`config.mk`:
```
export PLATFORM = sky130hd
export DESIGN_NAME = gol_step_controller
export DESIGN_NICKNAME = d
export VERILOG_FILES = /design/src/rtl/gol_ctrl_pkg.sv /design/src/rtl/gol_tick_prescaler.sv /design/src/rtl/gol_step_controller.sv
export SDC_FILE = /design/constraint.sdc
export NUM_CORES = 1
export LEC_CHECK = 0
export CAP_MARGIN = 40
export CORE_ASPECT_RATIO = 0.9
export CORE_MARGIN = 2
export CORE_UTILIZATION = 45
export DETAILED_ROUTE_END_ITERATION = 6
export HOLD_SLACK_MARGIN = 0.08
export PLACE_DENSITY = 0.76
export SLEW_MARGIN = 20
export SYNTH_ARGS = -nofsm -noshare
export SYNTH_HDL_FRONTEND = slang
export SYNTH_SLANG_ARGS = --single-unit
```
`constraint.sdc`:
```
create_clock -name wb_clk_i -period 3.5 [get_ports wb_clk_i]
set_input_delay 0.7 -clock wb_clk_i [delete_from_list [all_inputs] [get_ports wb_clk_i]]
set_output_delay 0.7 -clock wb_clk_i [all_outputs]
set_load 0.005 [all_outputs]
```
`src/rtl/gol_ctrl_pkg.sv`:
```
// Shared register map, control/status bit positions and FSM encoding
// for the Game-of-Life step controller.
package gol_ctrl_pkg;

    localparam logic [2:0] RegCtrl    = 3'd0;
    localparam logic [2:0] RegPeriod  = 3'd1;
    localparam logic [2:0] RegGen     = 3'd2;
    localparam logic [2:0] RegStatus  = 3'd3;
    localparam logic [2:0] RegRowSel  = 3'd4;
    localparam logic [2:0] RegRowData = 3'd5;

    localparam int unsigned CtrlRun    = 0;
    localparam int unsigned CtrlStep   = 1;
    localparam int unsigned CtrlIrqEn  = 2;
    localparam int unsigned CtrlClrGen = 3;

    localparam int unsigned StatBusy    = 0;
    localparam int unsigned StatIrqPend = 1;
    localparam int unsigned StatLoadErr = 2;

    typedef enum logic [1:0] {
        StIdle,
        StWaitTick,
        StStep,
        StWaitDone
    } gol_state_t;

    // Expands Wishbone byte enables into a 32-bit bit mask.
    function automatic logic [31:0] sel_to_mask(input logic [3:0] sel);
        logic [31:0] mask;
        for (int b = 0; b < 4; b++) begin
            mask[8*b +: 8] = {8{sel[b]}};
        end
        return mask;
    endfunction

endpackage

```
`src/rtl/gol_tick_prescaler.sv`:
```
// Loadable down-counter that times the free-running step period.
module gol_tick_prescaler #(
    parameter int unsigned Width = 16
) (
    input  logic             clk_i,
    input  logic             rst_i,
    input  logic             load_i,
    input  logic [Width-1:0] load_val_i,
    input  logic             en_i,
    output logic             zero_o
);

    logic [Width-1:0] cnt_q, cnt_d;

    always_comb begin
        cnt_d = cnt_q;
        if (load_i) begin
            cnt_d = load_val_i;
        end else if (en_i && (cnt_q != '0)) begin
            cnt_d = cnt_q - Width'(1);
        end
    end

    always_ff @(posedge clk_i or posedge rst_i) begin
        if (rst_i) begin
            cnt_q <= '0;
        end else begin
            cnt_q <= cnt_d;
        end
    end

    assign zero_o = (cnt_q == '0);

endmodule

```
`src/rtl/gol_step_controller.sv`:
```
// Wishbone slave that loads/reads Game-of-Life rows and sequences single or
// free-running generation steps, counting generations and raising an IRQ.
module gol_step_controller
    import gol_ctrl_pkg::*;
#(
    parameter logic [31:0]        BASE_ADDR  = 32'h3000_0000,
    parameter int unsigned        ROWS       = 8,
    parameter int unsigned        COLS       = 8,
    parameter int unsigned        PRESC_W    = 16,
    parameter logic [PRESC_W-1:0] PERIOD_RST = PRESC_W'(999),
    localparam int unsigned       ROW_W      = $clog2(ROWS)
) (
    input  logic             wb_clk_i,
    input  logic             wb_rst_i,
    input  logic             wbs_cyc_i,
    input  logic             wbs_stb_i,
    input  logic             wbs_we_i,
    input  logic [3:0]       wbs_sel_i,
    input  logic [31:0]      wbs_adr_i,
    input  logic [31:0]      wbs_dat_i,
    output logic [31:0]      wbs_dat_o,
    output logic             wbs_ack_o,
    output logic             arr_step_o,
    input  logic             arr_done_i,
    output logic             arr_load_o,
    output logic [ROW_W-1:0] arr_row_o,
    output logic [COLS-1:0]  arr_row_data_o,
    input  logic [COLS-1:0]  arr_row_data_i,
    output logic             irq_o
);

    gol_state_t state_q, state_d;

    logic               ack_q;
    logic [31:0]        dat_q, dat_d;
    logic               run_q, run_d;
    logic               irq_en_q, irq_en_d;
    logic [PRESC_W-1:0] period_q, period_d;
    logic [31:0]        gen_q, gen_d;
    logic               irq_pend_q, irq_pend_d;
    logic               load_err_q, load_err_d;
    logic [ROW_W-1:0]   row_sel_q, row_sel_d;
    logic [COLS-1:0]    row_data_q, row_data_d;
    logic               load_q, load_d;
    logic               step_req_q, step_req_d;

    logic        win_hit, req, wr, rd, busy, done_evt;
    logic        clr_gen, w1c_pend, w1c_err, err_set;
    logic        presc_load, presc_en, presc_zero;
    logic [2:0]  off;
    logic [31:0] wmask, wdat_sel, period_m, row_sel_m, row_data_m, rdata;

    assign win_hit  = (wbs_adr_i[31:8] == BASE_ADDR[31:8]);
    assign req      = wbs_cyc_i & wbs_stb_i & ~ack_q & win_hit;
    assign wr       = req & wbs_we_i;
    assign rd       = req & ~wbs_we_i;
    assign off      = wbs_adr_i[4:2];
    assign busy     = (state_q == StStep) || (state_q == StWaitDone);
    assign done_evt = (state_q == StWaitDone) && arr_done_i;

    assign wmask      = sel_to_mask(wbs_sel_i);
    assign wdat_sel   = wbs_dat_i & wmask;
    assign period_m   = (32'(period_q) & ~wmask) | wdat_sel;
    assign row_sel_m  = (32'(row_sel_q) & ~wmask) | wdat_sel;
    assign row_data_m = (32'(row_data_q) & ~wmask) | wdat_sel;

    logic unused_bits;
    assign unused_bits = ^{wbs_adr_i[7:5], wbs_adr_i[1:0], period_m, row_sel_m,
                           row_data_m, wdat_sel};

    always_comb begin
        run_d      = run_q;
        irq_en_d   = irq_en_q;
        period_d   = period_q;
        row_sel_d  = row_sel_q;
        row_data_d = row_data_q;
        gen_d      = gen_q;
        irq_pend_d = irq_pend_q;
        load_err_d = load_err_q;
        step_req_d = 1'b0;
        load_d     = 1'b0;
        clr_gen    = 1'b0;
        w1c_pend   = 1'b0;
        w1c_err    = 1'b0;
        err_set    = 1'b0;
        if (wr) begin
            case (off)
                RegCtrl: begin
                    if (wbs_sel_i[0]) begin
                        run_d    = wbs_dat_i[CtrlRun];
                        irq_en_d = wbs_dat_i[CtrlIrqEn];
                    end
                    step_req_d = wdat_sel[CtrlStep];
                    clr_gen    = wdat_sel[CtrlClrGen];
                end
                RegPeriod: period_d = period_m[PRESC_W-1:0];
                RegStatus: begin
                    w1c_pend = wdat_sel[StatIrqPend];
                    w1c_err  = wdat_sel[StatLoadErr];
                end
                RegRowSel: row_sel_d = row_sel_m[ROW_W-1:0];
                RegRowData: begin
                    if (busy) begin
                        err_set = 1'b1;
                    end else begin
                        row_data_d = row_data_m[COLS-1:0];
                        load_d     = 1'b1;
                    end
                end
                default: ;
            endcase
        end
        // Clear beats a coincident increment; a set beats a coincident W1C.
        if (done_evt) gen_d = gen_q + 32'd1;
        if (clr_gen)  gen_d = '0;
        if (w1c_pend) irq_pend_d = 1'b0;
        if (done_evt) irq_pend_d = 1'b1;
        if (w1c_err)  load_err_d = 1'b0;
        if (err_set)  load_err_d = 1'b1;
    end

    always_comb begin
        rdata = '0;
        case (off)
            RegCtrl: begin
                rdata[CtrlRun]   = run_q;
                rdata[CtrlIrqEn] = irq_en_q;
            end
            RegPeriod: rdata[PRESC_W-1:0] = period_q;
            RegGen:    rdata = gen_q;
            RegStatus: begin
                rdata[StatBusy]    = busy;
                rdata[StatIrqPend] = irq_pend_q;
                rdata[StatLoadErr] = load_err_q;
            end
            RegRowSel:  rdata[ROW_W-1:0] = row_sel_q;
            RegRowData: rdata[COLS-1:0]  = arr_row_data_i;
            default:    rdata = '0;
        endcase
        dat_d = rd ? rdata : '0;
    end

    always_comb begin
        state_d    = state_q;
        presc_load = 1'b0;
        presc_en   = 1'b0;
        unique case (state_q)
            StIdle: begin
                if (step_req_q) begin
                    state_d = StStep;
                end else if (run_q) begin
                    state_d    = StWaitTick;
                    presc_load = 1'b1;
                end
            end
            StWaitTick: begin
                if (step_req_q) begin
                    state_d = StStep;
                end else if (!run_q) begin
                    state_d = StIdle;
                end else if (presc_zero) begin
                    state_d = StStep;
                end else begin
                    presc_en = 1'b1;
                end
            end
            StStep: state_d = StWaitDone;
            StWaitDone: begin
                if (arr_done_i) begin
                    if (run_q) begin
                        state_d    = StWaitTick;
                        presc_load = 1'b1;
                    end else begin
                        state_d = StIdle;
                    end
                end
            end
            default: state_d = StIdle;
        endcase
    end

    gol_tick_prescaler #(
        .Width(PRESC_W)
    ) u_prescaler (
        .clk_i     (wb_clk_i),
        .rst_i     (wb_rst_i),
        .load_i    (presc_load),
        .load_val_i(period_q),
        .en_i      (presc_en),
        .zero_o    (presc_zero)
    );

    always_ff @(posedge wb_clk_i or posedge wb_rst_i) begin
        if (wb_rst_i) begin
            state_q    <= StIdle;
            ack_q      <= 1'b0;
            dat_q      <= '0;
            run_q      <= 1'b0;
            irq_en_q   <= 1'b0;
            period_q   <= PERIOD_RST;
            gen_q      <= '0;
            irq_pend_q <= 1'b0;
            load_err_q <= 1'b0;
            row_sel_q  <= '0;
            row_data_q <= '0;
            load_q     <= 1'b0;
            step_req_q <= 1'b0;
        end else begin
            state_q    <= state_d;
            ack_q      <= req;
            dat_q      <= dat_d;
            run_q      <= run_d;
            irq_en_q   <= irq_en_d;
            period_q   <= period_d;
            gen_q      <= gen_d;
            irq_pend_q <= irq_pend_d;
            load_err_q <= load_err_d;
            row_sel_q  <= row_sel_d;
            row_data_q <= row_data_d;
            load_q     <= load_d;
            step_req_q <= step_req_d;
        end
    end

    assign wbs_ack_o      = ack_q;
    assign wbs_dat_o      = dat_q;
    assign arr_step_o     = (state_q == StStep);
    assign arr_load_o     = load_q;
    assign arr_row_o      = row_sel_q;
    assign arr_row_data_o = row_data_q;
    assign irq_o          = irq_pend_q & irq_en_q;

endmodule

```
==> impl_metrics.tcl, run 1 <==
set metrics [dict create \
    final_cell_area_sq_mm 0.00730 \
    hold_ws_ns 0.470 \
    period_minus_slack_ns 2.90 \
    antenna_found_initial 0 \
    yosysSeqAreaShare_pct 53.3 \
    grt_first_pass_wirelength_um 20800 \
    cp.arrival_ns 3.19 \
    synth_ff_type "dfrtp_1" \
    dieWidth_um 120 \
    synth.area.top_cells "dfrtp_1 49%, mux2_2 7.4%, xor2_1 5.9%, nor2_1 4.3%, dfstp_2 3.8%" \
    cts_tree "yes" \
    yosys.cell_types.count 52 \
    dieArea_sq_mm 0.0130 \
    synth_top_family_by_area "simple AND/OR/NAND/NOR gates" \
    io_pins 129 \
    grt_pass1_vias 4145 \
    power.total_mw 3.24 \
    dpl_cell_area_sq_mm 0.00674 \
    drt_iter0_drc 241 \
    finalSetupViolations 0 \
    peakVddDrop_uv 446 \
    drv_cap 0 \
    fin_util_pct 61.2 \
    ys_ff_latch 116 \
    rsz0062_at_grt "no" \
    rows 38 \
    worstPathMaxFanout 8 \
    slew_violations 0 \
    p_leak_nw 3.21 \
    dp_slack_ns 0.280 \
    area_growth_pct 33.6 \
    synth_edf_count 0 \
    cts_buffers 17 \
    die_y_um 109 \
    netlist_area_sq_mm 0.00547 \
    final_hold_viol_count 0 \
    wl_per_cell_um 15.8 \
    gp_congestion 0.836 \
    dp_cells 763 \
    insertion_delay_ns 0.41 \
    viasPerCell 5.28 \
    dpl.hpwl_um 9180 \
    start_kind "input port" \
    clk_pin_slew_worst_paths_ns 0.05 \
    core_sq_mm 0.0119 \
    p_per_area_mw_per_mm2 444 \
    drive_gt1_share_pct 15.6 \
    synth_nets 596 \
    cts_sinks 116 \
    yosys_warnings 0 \
    antenna_cells 0 \
    final_cell_count_no_fill 795 \
    syn_area_per_cell_sq_um 10.8 \
    grtUsageTotal_pct 20.7 \
    skew_ns 0.00884 \
    setup_tns_ns 0 \
    drc 0 \
    wirelength_um 12600 \
    async_flop_share_pct 100 \
    io_buffer_count 105 \
    crit_type "input port to register" \
    ctsHoldBuffers 0 \
    cts-root-buf "clkbuf_16" \
    fillCellCount 961 \
    cts_setup_buffers 0 \
    gr-total-overflow 0 \
    cts-resized-gates 0 \
    synth_xor_area_share_pct 7.21 \
    muxShareOfSynthArea_pct 8.65 \
    timing.final.crit_share_pct 82.8 \
    crit_path_end_kind "register" \
    cts.path.max_buffers 2 \
    status "finished, final reports clean" \
    synth_fa_ha_area_share_pct 1.60 \
    nNetsFinal 711 \
    ant_nets 0 \
    synth-compound-area-share_pct 5.43 \
    fmax_ghz 0.345 \
    setup_ws_ns 0.603 \
    yosys.area.top_type_share_pct 49.5 \
    synth_top_area_cell "dfrtp_1" \
    tightest_slew_ns 0.763 \
    synthCells 507 \
    start_util_pct 45.8 \
    critPathRequiredTime_ns 3.79 \
    vias 4195 \
    hold_path_class "register to register" \
    drtPass1Iterations 5 \
    synth-simple-area-share_pct 21.5 \
    slew_headroom_pct 49.0 \
    cts_htree_levels 4 \
    grt_max_degree 36 \
]
==> layout make-up <==
class	count	area (sq um)	area share (%)
Clock buffer	27	513	7.03
Clock inverter	5	50.0	0.686
Inverter	9	37.5	0.514
Multi-Input combinational cell	360	2430	33.2
Sequential cell	116	2910	39.9
Tap cell	160	200	2.74
Timing Repair Buffer	118	1160	15.9
==> power by group <==
| part | total, mW | internal, mW | switching (mW) |
|---|---|---|---|
| sequential | 1.38 | 1.36 | 0.0215 |
| combinational | 0.233 | 0.125 | 0.108 |
| clock | 1.63 | 1.06 | 0.563 |
==> cells in the mapped netlist (2+ instances only) <==
master    instances
a211oi_1          3
inv_1             9
dfrtp_1         108
o21ai_1           2
and2_1           18
or4_4             4
ha_1              7
and3_1            8
nor4_1           12
o21ai_0          12
a21oi_1           9
nand3b_1          4
or2_2             2
xor2_1           37
nand4_1          16
nor3_1            8
nor2_1           62
buf_1             2
clkbuf_1         12
mux2i_1           3
nor4b_1           2
nand2b_1          4
nor2b_1           4
xnor2_1           8
or4_1             2
nand3_1          24
a22oi_1          13
nand2_1          37
dfstp_2           8
mux2_2           36
and4_1            3
buf_2             8
==> worst max-delay path, cell delays in order <==
cell	delay, ns
clkdlybuf4s50_1	0.44
nor4bb_1	0.28
nand4_1	0.24
nor4_1	0.67
nand3b_1	0.46
mux2_2	0.40
==> final timing paths <==
check,from,endpoint,slack [ns],cells after the start
max reg2reg,wbs_ack_o,register,0.94,5
min in group asynchronous,wb_rst_i,gen_q[2],0.78,2
min,gen_q[20],wbs_dat_o[20],0.47,1
min reg2reg,gen_q[20],wbs_dat_o[20],0.47,1
max,wbs_stb_i,register,0.60,6
max in group asynchronous,wb_rst_i,async pin,2.00,3
==> metal layers <==
metal	track usage [%]	vias to the layer above	part of all wire (%)
met2	33.2	142	48
met4	6.55	0	1.5
met3	5.27	15	6.0
li1	-	2017	-
met5	0	-	0
met1	27.8	2021	45
==> cell usage in the layout (no fill, tap or decap), drive strengths merged, types with 9 or more instances in the layout <==
| cell type | instances |
|---|---|
| dfrtp | 108 |
| nand3 | 24 |
| mux2 | 37 |
| nor4 | 13 |
| a22oi | 13 |
| buf | 13 |
| nand4 | 16 |
| clkdlybuf4s50 | 105 |
| nor2 | 63 |
| nand2 | 38 |
| o21ai | 14 |
| xor2 | 37 |
| clkbuf | 27 |
| and2 | 18 |
| a21oi | 9 |
==> kinds of logic after synthesis <==
| logic type | after synthesis |
|---|---|
| adder cells (fa/ha/maj) | 7 |
| XOR/XNOR | 45 |
| flip-flops | 116 |
| multiplexers | 41 |
| AND/OR/NAND/NOR | 221 |
| AO/OA/AOI/OAI | 46 |
| buffers and inverters | 31 |
Power figures use the tool's default switching activity.
==> run 2: changes to the inputs <==
--- a/config.mk
+++ b/config.mk
@@ -8,10 +8,10 @@
 export CAP_MARGIN = 40
 export CORE_ASPECT_RATIO = 0.9
 export CORE_MARGIN = 2
-export CORE_UTILIZATION = 45
+export CORE_UTILIZATION = 50
 export DETAILED_ROUTE_END_ITERATION = 6
 export HOLD_SLACK_MARGIN = 0.08
-export PLACE_DENSITY = 0.76
+export PLACE_DENSITY = 0.8
 export SLEW_MARGIN = 20
 export SYNTH_ARGS = -nofsm -noshare
 export SYNTH_HDL_FRONTEND = slang
==> constraint.sdc (replaced) <==
create_clock -name wb_clk_i -period 2.9 [get_ports wb_clk_i]
set_input_delay 0.58 -clock wb_clk_i [delete_from_list [all_inputs] [get_ports wb_clk_i]]
set_output_delay 0.58 -clock wb_clk_i [all_outputs]
set_load 0.005 [all_outputs]
==> run 2 against run 1 <==
Net effect: clock power up 27%; first-iteration DRC count up 17%; final area rose by 1.5%.
==> impl_metrics.tcl, run 2 (synthesis results as in run 1) <==
set metrics [dict create \
    grt_first_pass_wirelength_um 21700 \
    start_kind "input port" \
    die_y_um 103 \
    antenna_found_initial 0 \
    io_pins 129 \
    dieArea_sq_mm 0.0118 \
    drv_cap 0 \
    fmax_ghz 0.389 \
    clk_pin_slew_worst_paths_ns 0.05 \
    timing.final.crit_share_pct 88.6 \
    grt_pass1_vias 4460 \
    ff2ff_setup_slack_ns 0.44 \
    slew_headroom_pct 51.9 \
    status "finished, final reports clean" \
    critPathRequiredTime_ns 3.18 \
    cts_htree_levels 4 \
    cts_setup_buffers 0 \
    hold_path_class "register to register" \
    cp.arrival_ns 2.85 \
    cts_sinks 116 \
    gr-total-overflow 0 \
    ff2ff_path_depth 7 \
    dpl_cell_area_sq_mm 0.00682 \
    ant_nets 0 \
    cts-root-buf "clkbuf_16" \
    peakVddDrop_uv 319 \
    cts_tree "yes" \
    dieWidth_um 114 \
    wl_per_cell_um 16.8 \
    drt_iter0_drc 283 \
    setup_ws_ns 0.330 \
    start_util_pct 51.0 \
    cts-resized-gates 0 \
    io_buffer_count 105 \
    crit_type "input port to register" \
    critPathLaunch "wbs_stb_i" \
    nNetsFinal 720 \
    dp_slack_ns -0.0466 \
    viasPerCell 5.62 \
    final_hold_viol_count 0 \
    drive_gt1_share_pct 16.9 \
    cts_buffers 17 \
    grt_max_degree 60 \
    area_growth_pct 35.6 \
    rows 36 \
    tightest_slew_ns 0.715 \
    skew_ns 0.0115 \
    drtPass1Iterations 7 \
    grtUsageTotal_pct 23.9 \
    final_cell_mix "108 x dfrtp_1, 105 x clkdlybuf4s50_1, 62 x nor2_1" \
    rr_endpoint "state_q[0]" \
    mostFrequentLayoutCell "dfrtp_1" \
    period_minus_slack_ns 2.57 \
    ctsHoldBuffers 0 \
    insertion_delay_ns 0.41 \
    p_per_area_mw_per_mm2 542 \
    r2r_start "u_prescaler.cnt_q[0]" \
    p_leak_nw 3.27 \
    rsz0062_at_grt "no" \
    crit_path_end_kind "register" \
    final_cell_area_sq_mm 0.00741 \
    finalSetupViolations 0 \
    antenna_cells 0 \
    slew_violations 0 \
    dpl.hpwl_um 9050 \
    wirelength_um 13000 \
    worstPathMaxFanout 8 \
    vias 4364 \
    cts.path.max_buffers 2 \
    gp_congestion 0.873 \
    fillCellCount 788 \
    core_sq_mm 0.0107 \
    drc 0 \
]
[run 2: cell types whose count changed in the layout (fill, tap and decap cells not counted), sizes merged]
cell      delta
buf          +9
bufinv       +2
clkbuf       -5
clkinvlp     +3
[run 2: worst min-delay path by stage]
stage / start / end / slack [ns] / cells after the start
after global routing: gen_q[31] / wbs_dat_o[31] / 0.52 / 1
after detailed placement: gen_q[20] / wbs_dat_o[20] / 0.48 / 1
final: gen_q[20] / wbs_dat_o[20] / 0.50 / 1
after floorplan: gen_q[20] / wbs_dat_o[20] / 0.45 / 1
after global placement: gen_q[20] / wbs_dat_o[20] / 0.48 / 1
after CTS: gen_q[20] / wbs_dat_o[20] / 0.50 / 1
[run 2: cell type report]
class | instances | area (sq um) | area share, %
clock buffers | 22 | 454 | 6.13
clock inverters | 10 | 133 | 1.79
inverters | 9 | 37.5 | 0.507
multi-input cells | 360 | 2430 | 32.7
flip-flops and latches | 116 | 2910 | 39.3
well taps | 133 | 166 | 2.25
repair buffers | 127 | 1280 | 17.3
[run 2: metal layers]
layer / vias up / share of wire [%] / wire length, um / GRT usage [%]
met4: 0 / 2.0 / 259 / 9.85
met5: - / 0 / 0 / 0
met2: 186 / 48 / 6280 / 38.1
met3: 23 / 6.1 / 794 / 6.00
li1: 2025 / - / - / -
met1: 2130 / 44 / 5700 / 31.7
[run 2: metrics by stage]
step                      total power [mW]  instances  utilization, %  hold WS [ns]  setup TNS [ns]
after floorplan                       1.84        507               -         0.454               0
after global placement                1.96        745            63.6         0.483         -0.0535
after detailed placement              1.97        745            63.6         0.485          -0.322
after CTS                             4.04        777            69.1         0.497               0
after global routing                  4.16        777            69.1         0.518               0
final                                 4.01        777            69.1         0.496               0
[run 2: power breakdown]
group	internal (mW)	switching, mW	leakage, nW
logic	0.152	0.132	1.41
registers	1.64	0.0249	1.58
clock network	1.36	0.702	0.280
total	3.16	0.859	3.27
[run 2: critical path, stage by stage]
cell             delay, ns
clkdlybuf4s50_1       0.45
nor4bb_1              0.27
nand4_1               0.17
buf_4                 0.18
nor4_1                0.39
and4b_1               0.34
buf_12                0.15
mux2_2                0.33
